==> src/rtl/am_envelope_demod.sv <==
// am_envelope_demod
//   Iterative-CORDIC AM envelope detector. Accepts one decimated I/Q pair per
//   in_tick, computes sqrt(I^2+Q^2) by CORDIC vectoring, removes the CORDIC
//   gain with a shift-add constant and emits one signed audio sample per
//   input with a single-cycle out_tick.
//
//   Optional build macro AM_DEMOD_DC_BLOCK_EN: when defined, a first-order
//   DC blocker (pole 1 - 2^-DC_SHIFT) follows the magnitude and the output
//   is saturated to BITS. When undefined, x_out is the halved magnitude.
//
// Ports
//   CLK       clock
//   RSTb      synchronous active-low reset
//   i_in      signed in-phase sample, valid with in_tick
//   q_in      signed quadrature sample, valid with in_tick
//   in_tick   one-cycle input strobe
//   x_out     signed audio sample, held between out_tick pulses
//   out_tick  one-cycle pulse when x_out updates
//   busy      high while a sample is in flight
//   overrun   sticky flag, set by in_tick while busy; cleared only by reset
module am_envelope_demod #(
  parameter int BITS     = 16,
  parameter int ITER     = 12,
  parameter int DC_SHIFT = 8
) (
  input  logic                   CLK,
  input  logic                   RSTb,
  input  logic signed [BITS-1:0] i_in,
  input  logic signed [BITS-1:0] q_in,
  input  logic                   in_tick,
  output logic signed [BITS-1:0] x_out,
  output logic                   out_tick,
  output logic                   busy,
  output logic                   overrun
);

  localparam int W  = BITS + 2;
  localparam int IW = $clog2(ITER + 1);

  typedef enum logic [1:0] {IDLE, ROT, SCALE, POST} state_t;

  state_t              state, state_nx;
  logic signed [W-1:0] x, y, mag;
  logic [IW-1:0]       iter;

  logic signed [W-1:0] i_ext, q_ext, i_abs, q_abs;
  logic signed [W-1:0] x_sh, y_sh;

  // Two guard bits make |-2^(BITS-1)| representable and cover CORDIC growth.
  assign i_ext = {{2{i_in[BITS-1]}}, i_in};
  assign q_ext = {{2{q_in[BITS-1]}}, q_in};
  assign i_abs = i_ext[W-1] ? -i_ext : i_ext;
  assign q_abs = q_ext[W-1] ? -q_ext : q_ext;
  assign x_sh  = x >>> iter;
  assign y_sh  = y >>> iter;

`ifdef AM_DEMOD_DC_BLOCK_EN
  localparam int DW = BITS + 4;
  localparam logic signed [DW-1:0] SAT_HI = DW'((64'sd1 <<< (BITS - 1)) - 64'sd1);
  localparam logic signed [DW-1:0] SAT_LO = -SAT_HI - DW'(1);

  logic signed [DW-1:0] dc_d_prev, dc_y_prev, d_ext, y_n;
  logic signed [BITS-1:0] y_sat;

  assign d_ext = {5'b0, (BITS-1)'(mag >>> 1)};
  assign y_n   = d_ext - dc_d_prev + dc_y_prev - (dc_y_prev >>> DC_SHIFT);

  always_comb begin
    y_sat = y_n[BITS-1:0];
    if (y_n > SAT_HI)      y_sat = SAT_HI[BITS-1:0];
    else if (y_n < SAT_LO) y_sat = SAT_LO[BITS-1:0];
  end
`endif

  always_ff @(posedge CLK) begin
    if (!RSTb) state <= IDLE;
    else       state <= state_nx;
  end

  always_comb begin
    state_nx = state;
    busy     = (state != IDLE);
    unique case (state)
      IDLE:  if (in_tick) state_nx = ROT;
      ROT:   if (iter == IW'(ITER - 1)) state_nx = SCALE;
      SCALE: state_nx = POST;
      POST:  state_nx = IDLE;
      default: state_nx = IDLE;
    endcase
  end

  always_ff @(posedge CLK) begin
    if (!RSTb) begin
      x        <= '0;
      y        <= '0;
      mag      <= '0;
      iter     <= '0;
      x_out    <= '0;
      out_tick <= 1'b0;
`ifdef AM_DEMOD_DC_BLOCK_EN
      dc_d_prev <= '0;
      dc_y_prev <= '0;
`endif
    end else begin
      out_tick <= 1'b0;
      unique case (state)
        IDLE: begin
          if (in_tick) begin
            x    <= i_abs;
            y    <= q_abs;
            iter <= '0;
          end
        end
        ROT: begin
          // Vectoring step: drive y toward zero; both updates use old x, y.
          if (!y[W-1]) begin
            x <= x + y_sh;
            y <= y - x_sh;
          end else begin
            x <= x - y_sh;
            y <= y + x_sh;
          end
          iter <= iter + IW'(1);
        end
        SCALE: begin
          // ~0.6074 * x, inverse of the CORDIC gain.
          mag <= (x >>> 1) + (x >>> 3) - (x >>> 6) - (x >>> 9);
        end
        POST: begin
`ifdef AM_DEMOD_DC_BLOCK_EN
          x_out     <= y_sat;
          dc_d_prev <= d_ext;
          dc_y_prev <= y_n;
`else
          x_out     <= {1'b0, (BITS-1)'(mag >>> 1)};
`endif
          out_tick  <= 1'b1;
        end
        default: ;
      endcase
    end
  end

  always_ff @(posedge CLK) begin
    if (!RSTb)              overrun <= 1'b0;
    else if (in_tick && busy) overrun <= 1'b1;
  end

endmodule

==> config.mk <==
export PLATFORM = sky130hd
export DESIGN_NAME = am_envelope_demod
export DESIGN_NICKNAME = d
export VERILOG_FILES = /design/src/rtl/am_envelope_demod.sv
export SDC_FILE = /design/constraint.sdc
export NUM_CORES = 1
export LEC_CHECK = 0
export CAP_MARGIN = 10
export CORE_MARGIN = 5
export CORE_UTILIZATION = 35
export CTS_CLUSTER_SIZE = 8
export DETAILED_ROUTE_END_ITERATION = 8
export GPL_TIMING_DRIVEN = 0
export PLACE_DENSITY = 0.49
export SYNTH_ARGS = -nofsm -noshare
export SYNTH_HDL_FRONTEND = slang
export SYNTH_SLANG_ARGS = --single-unit
==> constraint.sdc <==
create_clock -name CLK -period 10.68 [get_ports CLK]
set_input_delay 3.204 -clock CLK [delete_from_list [all_inputs] [get_ports CLK]]
set_output_delay 3.204 -clock CLK [all_outputs]
set_load 0.02 [all_outputs]
---- After elaboration in Yosys (flattened, before gate mapping) ----
Index checks and enable logic that the tools add are counted.
storage, ports and cells
  bits in registers ....................... 75
  bits in latches ......................... 0
  memory bits (writable) .................. 0
  bits in read-only memories .............. 0
  input bits .............................. 35
  output and inout bits ................... 19
  word-level logic and storage cells ...... 46
  memories ................................ 0
operators by class
  add/subtract/negate cells ............... 10
  multiply operators ...................... 0
  div/mod/pow operators ................... 0
  $lt $le $gt $ge ......................... 0
  equal/unequal tests ..................... 6
  shift-type cells ........................ 2
  mux-type cells .......................... 14
  bitwise gates (word level) .............. 0
  reductions and logical operators ........ 6
operators by type and width
  operator                                                          count
  18-bit 2-to-1 mux                                                 6
  18-bit case mux with 2 select lines                               2
  18-bit adder                                                      2
  16-bit negation with 18-bit output                                2
  18-bit by 4-bit >>> shifter with 18-bit output                    2
  18-bit subtractor                                                 2
  16-bit by 15-bit adder with 16-bit output                         1
  16-bit by 12-bit subtractor with 16-bit output                    1
  16-bit by 9-bit subtractor with 16-bit output                     1
  2-bit case mux with 4 select lines                                1
  4-bit case mux with 2 select lines                                1
  4-bit by 1-bit adder with 4-bit output (second input constant)    1
  2-bit == test (second input constant)                             2
  4-bit == test (second input constant)                             1
  2-bit 2-to-1 mux                                                  2
  4-bit 2-to-1 mux                                                  1
  2-bit != test (second input constant)                             2
  2-bit AND reduction                                               2
  2-bit nonzero test                                                2
  2-bit by 1-bit == test with 1-bit output (second input constant)  1
  2-bit logical NOT                                                 1
  1-bit logical AND                                                 1
  1-bit 2-to-1 mux                                                  1

---- Depth between registers and ports, before layout ----
Gate-level depths: netlist (run 1).
  depth after elaboration ................. 4
  depth in mapped cells ................... 23
  gate-level depth less buffers ........... 20

---- Least setup slack after synthesis (run 1) ----
OpenSTA, ideal clock, no wires.
  kind .................................... input to register
  start point ............................. input port q_in[0]
  end point ............................... register y[12]
  setup time .............................. 0.132 ns
  arrival time ............................ 4.915 ns
  setup slack ............................. 5.633 ns
  stages .................................. 10
  path through ............................ inv_1 ha_1 nand2_1 or3_1 or4_1 o41ai_1 xor2_1 nor2_1 a21oi_1 a21oi_1
on the way
  cells in the longest elaborated chain, start to end .. 4
ends and longest elaborated chain
  what                                 line  text
  start: declaration                   29    input logic signed [BITS-1:0] q_in,
  16-bit negation with 18-bit output   53    assign q_abs = q_ext[W-1] ? -q_ext : q_ext;
  18-bit 2-to-1 mux                    53
  18-bit 2-to-1 mux                    108   if (in_tick) begin
  18-bit case mux with 2 select lines  106   unique case (state)
  end signal: assignment               110   y <= q_abs;
  end signal: assignment               118   y <= y - x_sh;
  end signal: assignment               121   y <= y + x_sh;
  end: declaration                     43    logic signed [W-1:0] x, y, mag;
No other way between the ends. The select of a mux whose other input is x is not followed.
A chain may end at the register's enable or synchronous reset.

---- Final worst setup path (run 1) ----
  start point ............................. register iter[3]
  end point ............................... register y[17]
on the way
  cells in the longest elaborated chain, start to end .. 4
  elaborated cells on any way between the ends .. 5
ends and longest elaborated chain
  what                                                      line      text
  start: declaration                                        44        logic [IW-1:0] iter;
  start signal: assignment                                  123       iter <= iter + IW'(1);
  18-bit by 4-bit >>> shifter with 18-bit output *          54        assign x_sh = x >>> iter;
  18-bit subtractor / 18-bit adder (equally long branches)  118, 121
  18-bit 2-to-1 mux *                                       116       if (!y[W-1]) begin
  18-bit case mux with 2 select lines *                     106
Mark *: on every way between the ends. The rest lies on a longest branch, timed or not.

==> key figures, run 1 <==
Outcome
  – Status: completed

CTS
  – Total of cells resized after clock tree synthesis: 0
  – # hold bufs at CTS: 0
  – # Post-CTS Setup Buffers: 0
  – CTS H-tree depth: 3
  – Clock slew at the register clock pins of the worst setup and hold paths: around 0.070 ns
  – Clk Latency, worst-skew pair: 0.36 ns
  – Clock tree from TritonCTS: yes
  – Inserted Clock Buffers: 9
  – Sink count of the clock tree: 74
  – Buffer type at the clock tree root: clkbuf_16
  – CTS max path bufs: 2

Die
  – Die boundary height: 167.4 µm
  – Initial Utilization: 35.56%
  – Chip Width: approximately 170 µm
  – Number of primary I/O pins: between 50 and 60
  – Floorplan core area: 0.02439 mm²
  – Full die area: 0.02803 mm²
  – Number of placement rows: between 50 and 60

Setup path
  – Endpoint arrival time on the critical path: approximately 6.1 ns
  – Path type of the worst setup path: flop to flop
  – Largest fanout of any net on the critical path: 10
  – Required time at the worst-slack endpoint: 10.92 ns
  – CP Capture Type: flop
  – Type of origin of the critical path: flop

Global routing
  – Overflow left after global routing: 0
  – Vias in the first global route: 7897
  – Antenna violations before repair: 0
  – Wire length of the first global-routing pass: 46.72 mm
  – Total global routing track utilization: 21.34%
  – Maximum number of pins on one net before global-route repair: 15

Logic synthesis
  – Leading cell type by number of instances after synthesis: nor2_1
  – Instance count of the mapped netlist: 1063
  – Post-synthesis cell area: just under 0.009 mm²
  – Seq cells post-synth: 74
  – Syn Nets: 1184
  – Share of the synthesized area in the top cell type: 17.08%
  – Top flip-flop cell by instance count after synthesis: dfxtp_1
  – Synthesized area divided by synthesized cell count: 8.159 µm²
  – Cells taking the most area after synthesis: dfxtp_1, ha_1, mux4_2
  – Post-synth top area cell: dfxtp_1
  – Top cells by instance count after synthesis: nor2_1, a21oi_1, nand2_1
  – Number of enable flip-flop cells after synthesis: 0
  – Proportion of synthesized chip area in sequential cells: around 17%
  – Cell variety after synth: between 70 and 80
  – YS warnings: 0
  – Share of flip-flops with an asynchronous set or reset after synthesis: 0%

Timing
  – Crit path setup slack, layout: about 4.8 ns
  – Final cycle utilization of the critical path: a little over half
  – Maximum clock skew at final layout: about 0.011 ns
  – Total Negative Setup Slacks: 0 ns
  – Worst Tran Pin Value: approximately 0.90 ns
  – WHS: ~0.47 ns
  – Max-slew violations: 0
  – Number of failing hold endpoints at the final stage: 0
  – Unrepaired setup endpoints after global routing: false
  – Headroom to the max-slew limit: 40.28%
  – F_max: 0.1714 GHz
  – # setup viols final: 0
  – Crit path time final: 5.834 ns

Placed design
  – Instance area at placement: 0.009599 mm²
  – Placed wire-length estimate: 23.64 mm
  – Placement-stage worst setup slack: slightly below 5 ns
  – Gp weighted congestion: 0.9161
  – Number of port buffers: 52

Min path
  – Worst min path class: flop to flop

Finish
  – Synth-to-Final Area Change: 14.27%
  – Diodes inserted: 0
  – Count of fill cells added during filler insertion: approximately 2600
  – Total Nets Final: 1247
  – Final std cell area, no fill: 0.009911 mm²
  – Ratio of cells with drive above 1 in the final layout: under 10%

Flow run
  – Maximum Capacitance Violations: 0

Drt
  – DRC violation count after routing: 0
  – Number of DRC violations after detailed-routing iteration 0: 742
  – Routed wire length: 30.46 mm
  – Count of antenna-violating nets left after detailed routing: 0
  – Vias per std cell: 5.673
  – Post-detailed-route wirelength per cell: between 20 and 25 µm
  – Pre-antenna DRT Iters: 8
  – Routed via count: 8254
critical path: stages (launching register included):
cell and delay, ns:
dfxtp_1 0.31, clkbuf_1 0.37, clkbuf_1 0.44, clkbuf_1 0.58
clkbuf_1 0.50, nor2_1 0.09, or2_2 0.36, ha_1 0.29
inv_1 0.03, mux2i_1 0.34, ha_1 0.33, a211oi_1 0.22
nor2_1 0.12, o41ai_1 0.48, a211o_1 0.30, o21ai_0 0.17
a31oi_1 0.29, o21ai_0 0.15, xnor3_1 0.27, o21ai_1 0.07
final cells by class:
cell class / count / area, µm² / area share (%)
clock inverter: 6 / 72.57 / 0.7322
multi-input combinational: 870 / 6714 / 67.74
sequential: 74 / 1481 / 14.95
tap: 324 / 405.4 / 4.090
clock buffer: 10 / 239.0 / 2.411
timing repair buffer: 52 / 520.5 / 5.252
buffer: 61 / 260.3 / 2.626
inverter: 58 / 217.7 / 2.197
flip-flops by register name, summed over array words and instances (netlist names):
name and count:
state 2, x_out 15, mag 15, y 18, out_tick 1, iter 4, overrun 1, x 18
kinds of logic (layout without fill, tap and decap cells):
group	count (synthesis)	count (layout)	share of synthesized area (%)
flops	74	74	17.08
fa+ha+maj	86	86	14.74
xor+xnor	92	92	9.449
other cells	1	1	0.04324
buf+inv	119	187	5.511
compound gates	269	269	19.59
mux	99	99	16.11
simple gates	323	323	17.47
layout by cell type (no fill, tap or decap), types with 42 or more instances in the layout:
cell / Yosys / final
dfxtp_1: 74 / 74
nor2_1: 119 / 119
o21ai_0: 49 / 49
nand2_1: 86 / 86
ha_1: 59 / 59
inv_1: 55 / 55
xnor2_1: 65 / 65
a21oi_1: 89 / 89
clkbuf_1: 42 / 42
clkdlybuf4s50_1: 0 / 52
mux2i_1: 56 / 56
through the flow:
stage	util, %	cells
after floorplan	-	1063
after global placement	39.36	1439
after detailed placement	39.36	1439
after CTS	40.63	1455
after global routing	40.63	1455
final	40.63	1455
final timing paths:
kind / slack, ns / endpoint / from / cells after the start
setup / recovery: 4.85 / y[17]$_SDFFE_PN0P_ / iter[3]$_SDFFE_PN0P_ / 19
hold / removal: 0.47 / mag[12]$_SDFFE_PN0P_ / mag[12]$_SDFFE_PN0P_ / 2
setup reg to reg: 4.85 / y[17]$_SDFFE_PN0P_ / iter[3]$_SDFFE_PN0P_ / 19
hold reg to reg: 0.47 / mag[12]$_SDFFE_PN0P_ / mag[12]$_SDFFE_PN0P_ / 2
metal layers:
layer | wire, µm | vias to the layer above | part of all wire (%) | global-route usage [%]
li1 | - | 3963 | - | -
met4 | 1024 | 0 | 3.4 | 7.198
met2 | 12720 | 282 | 42 | 31.28
met5 | 0 | - | 0 | 0
met3 | 2196 | 55 | 7.2 | 4.950
met1 | 14520 | 3954 | 48 | 30.85
Power of run 1 is not shown: default switching activity piles up to over one toggle a cycle in this logic, so the estimate is an artifact.
==> inputs of run 2 (changes only) <==
Clock period 10.68 ns to 5.6 ns, I/O delays scaled along.
==> run 2 against run 1 <==
Against the previous run: critical path depth grew 2; sequential cell count is the same; highest routed layer unchanged; clock skew grew 0.0011 ns.
==> key figures, run 2 (synthesized netlist as in run 1, its figures left out) <==
Global routing
  – Total global routing track utilization: 21.36% (about the same)
  – Maximum number of pins on one net before global-route repair: 15 (unchanged)
  – Antenna violations before repair: 0 (unchanged)
  – Vias in the first global route: 7898 (+0.013%)
  – Overflow left after global routing: 0 (unchanged)
  – Wire length of the first global-routing pass: 46.74 mm (about the same)

Finish
  – Synth-to-Final Area Change: 15.29%
  – Registers with the most flip-flops: x: 18 flops, y: 18 flops
  – Count of fill cells added during filler insertion: 2551 (-0.078%)
  – Most common library cell in the layout ignoring fill and taps: nor2_1
  – Top library cells by usage in the layout, fill and taps aside: nor2_1, a21oi_1, nand2_1, dfxtp_1, xnor2_1
  – Diodes inserted: 0 (unchanged)
  – Ratio of cells with drive above 1 in the final layout: 8.746% (+1.1 points)
  – Total Nets Final: 1248 (+0.080%)

CTS
  – Buffer type at the clock tree root: clkbuf_16
  – Clock slew at the register clock pins of the worst setup and hold paths: 0.07 ns (about the same)
  – Inserted Clock Buffers: 9 (unchanged)
  – Clk Latency, worst-skew pair: 0.36 ns (about the same)
  – CTS H-tree depth: 3 (unchanged)
  – Sink count of the clock tree: 74 (unchanged)
  – Clock tree from TritonCTS: yes
  – CTS max path bufs: 2 (unchanged)
  – # hold bufs at CTS: 0 (unchanged)

Timing
  – Headroom to the max-slew limit: 40.21% (-0.071 points)
  – Number of failing hold endpoints at the final stage: 0 (unchanged)
  – Crit path time final: 5.331 ns (-0.5034 ns)
  – Worst Tran Pin Value: 0.8969 ns (+0.001061 ns)
  – Max-slew violations: 0 (unchanged)
  – F_max: 0.1876 GHz (+9.4%)
  – Maximum clock skew at final layout: 0.01200 ns (+0.001128 ns)
  – Total Negative Setup Slacks: 0 ns (unchanged)
  – Final cycle utilization of the critical path: 95.19% (+41 points)
  – Unrepaired setup endpoints after global routing: false
  – # setup viols final: 0 (unchanged)

Drt
  – Uppermost signal routing layer after detailed routing: met4
  – Metal3 WL: 2.162 mm (-1.5%)
  – Total routed wire length on the met1 layer: 14.50 mm (-0.12%)
  – DRC violation count after routing: 0 (unchanged)
  – Routed via count: 8266 (+0.15%)
  – Post-detailed-route wirelength per cell: 20.86 µm (-0.37%)
  – Vias per std cell: 5.677 (about the same)
  – Routed wire length: 30.37 mm (-0.30%)
  – Wire length on met2: 12.71 mm (-0.12%)
  – Number of DRC violations after detailed-routing iteration 0: 696 (-6.2%)
  – Count of antenna-violating nets left after detailed routing: 0 (unchanged)
  – Pre-antenna DRT Iters: 5 (-3)

Die
  – Floorplan core area: 0.02439 mm² (unchanged)
  – Die boundary height: 167.4 µm (unchanged)
  – Number of placement rows: 57 (unchanged)
  – Initial Utilization: 35.56% (unchanged)
  – Chip Width: 167.4 µm (unchanged)
  – Number of primary I/O pins: 54 (unchanged)
  – Full die area: 0.02803 mm² (unchanged)

Setup path
  – CP Capture Type: flop
  – Crit-path slowest cell: ha_1
  – Number of buffers and inverters on the critical path: 4 (-1)
  – Required time at the worst-slack endpoint: 5.87 ns (-5.05 ns)
  – Critical path, cell by cell: buf_2 -> buf_4 -> clkbuf_4 -> clkbuf_4 -> mux4_2 -> nand2_1 -> a21oi_1 -> nor2_1 -> ha_1 -> a21oi_4 -> nor2_1 -> xor2_1 -> ha_1 -> a21o_1 -> a21o_1 -> a211o_1 -> o221ai_2 -> a211oi_1 -> or3_1 -> a211o_1 -> a31oi_1
  – Endpoint arrival time on the critical path: 5.60 ns (-0.48 ns)
  – Largest fanout of any net on the critical path: 10 (unchanged)
  – Worst path top cell family by delay: compound AO/OA/AOI/OAI gates
  – Path type of the worst setup path: flop to flop
  – Crit path largest cell delay: 0.42 ns (-0.16 ns)
  – Type of origin of the critical path: flop

Placed design
  – Number of port buffers: 52 (unchanged)
  – Placed wire-length estimate: 23.64 mm (unchanged)
  – Gp weighted congestion: 0.9161 (unchanged)

Outcome
  – Status: completed

Flow run
  – Maximum Capacitance Violations: 0 (unchanged)

Min path
  – Worst min path class: flop to flop
## run 2: layout make-up
cell class | instances | area [µm²] | area share [%]
inverter | 58 | 217.7 | 2.177
buffer | 60 | 275.3 | 2.753
clock inverter | 6 | 72.57 | 0.7257
clock buffer | 10 | 239.0 | 2.390
multi-input combinational | 870 | 6773 | 67.73
sequential | 74 | 1481 | 14.81
timing repair buffer | 54 | 535.5 | 5.355
tap | 324 | 405.4 | 4.054
## run 2: per-stage QoR
stage | util, % | instances | cell area (µm²) | setup slack [ns] | hold WS [ns]
after floorplan | - | 1063 | 8673 | 1.024 | 0.4460
after global placement | 39.36 | 1439 | 9599 | -0.1284 | 0.4622
after detailed placement | 39.36 | 1439 | 9599 | -0.04616 | 0.4682
final | 41.00 | 1456 | 10000 | 0.2695 | 0.4736
after global routing | 41.00 | 1456 | 10000 | 0.03834 | 0.4968
after CTS | 40.67 | 1455 | 9920 | 0.07924 | 0.4811
## run 2: layer usage
| metal | vias to the layer above | global-route usage (%) |
|---|---|---|
| li1 | 3964 | - |
| met5 | - | 0 |
| met3 | 52 | 4.950 |
| met2 | 267 | 31.28 |
| met1 | 3983 | 30.90 |
| met4 | 0 | 7.198 |
## run 2: worst paths after layout
kind                                            from                    to  slack [ns]  cells after the start
worst max-delay path            iter[1]$_SDFFE_PN0P_    x[17]$_SDFFE_PN0P_        0.27                     21
worst min-delay path            mag[12]$_SDFFE_PN0P_  mag[12]$_SDFFE_PN0P_        0.47                      2
worst max register to register  iter[1]$_SDFFE_PN0P_    x[17]$_SDFFE_PN0P_        0.27                     21
worst min register to register  mag[12]$_SDFFE_PN0P_  mag[12]$_SDFFE_PN0P_        0.47                      2
## run 2: timing repair
| item | in CTS | in global routing |
|---|---|---|
| pin swaps | 0 | 1 |
| setup buffers | 0 | 2 |
| resized for setup | 2 | 17 |
| setup endpoints to repair | 3 | 7 |
## run 2: worst register-to-register path: stages (launching register included)
cell	delay (ns)
dfxtp_1	0.34
buf_2	0.26
buf_4	0.27
clkbuf_4	0.30
clkbuf_4	0.31
mux4_2	0.22
nand2_1	0.05
a21oi_1	0.26
nor2_1	0.11
ha_1	0.28
a21oi_4	0.22
nor2_1	0.08
xor2_1	0.17
ha_1	0.42
a21o_1	0.22
a21o_1	0.20
a211o_1	0.30
o221ai_2	0.22
a211oi_1	0.14
or3_1	0.41
a211o_1	0.30
a31oi_1	0.16
Power of run 2 is left out for the same reason.
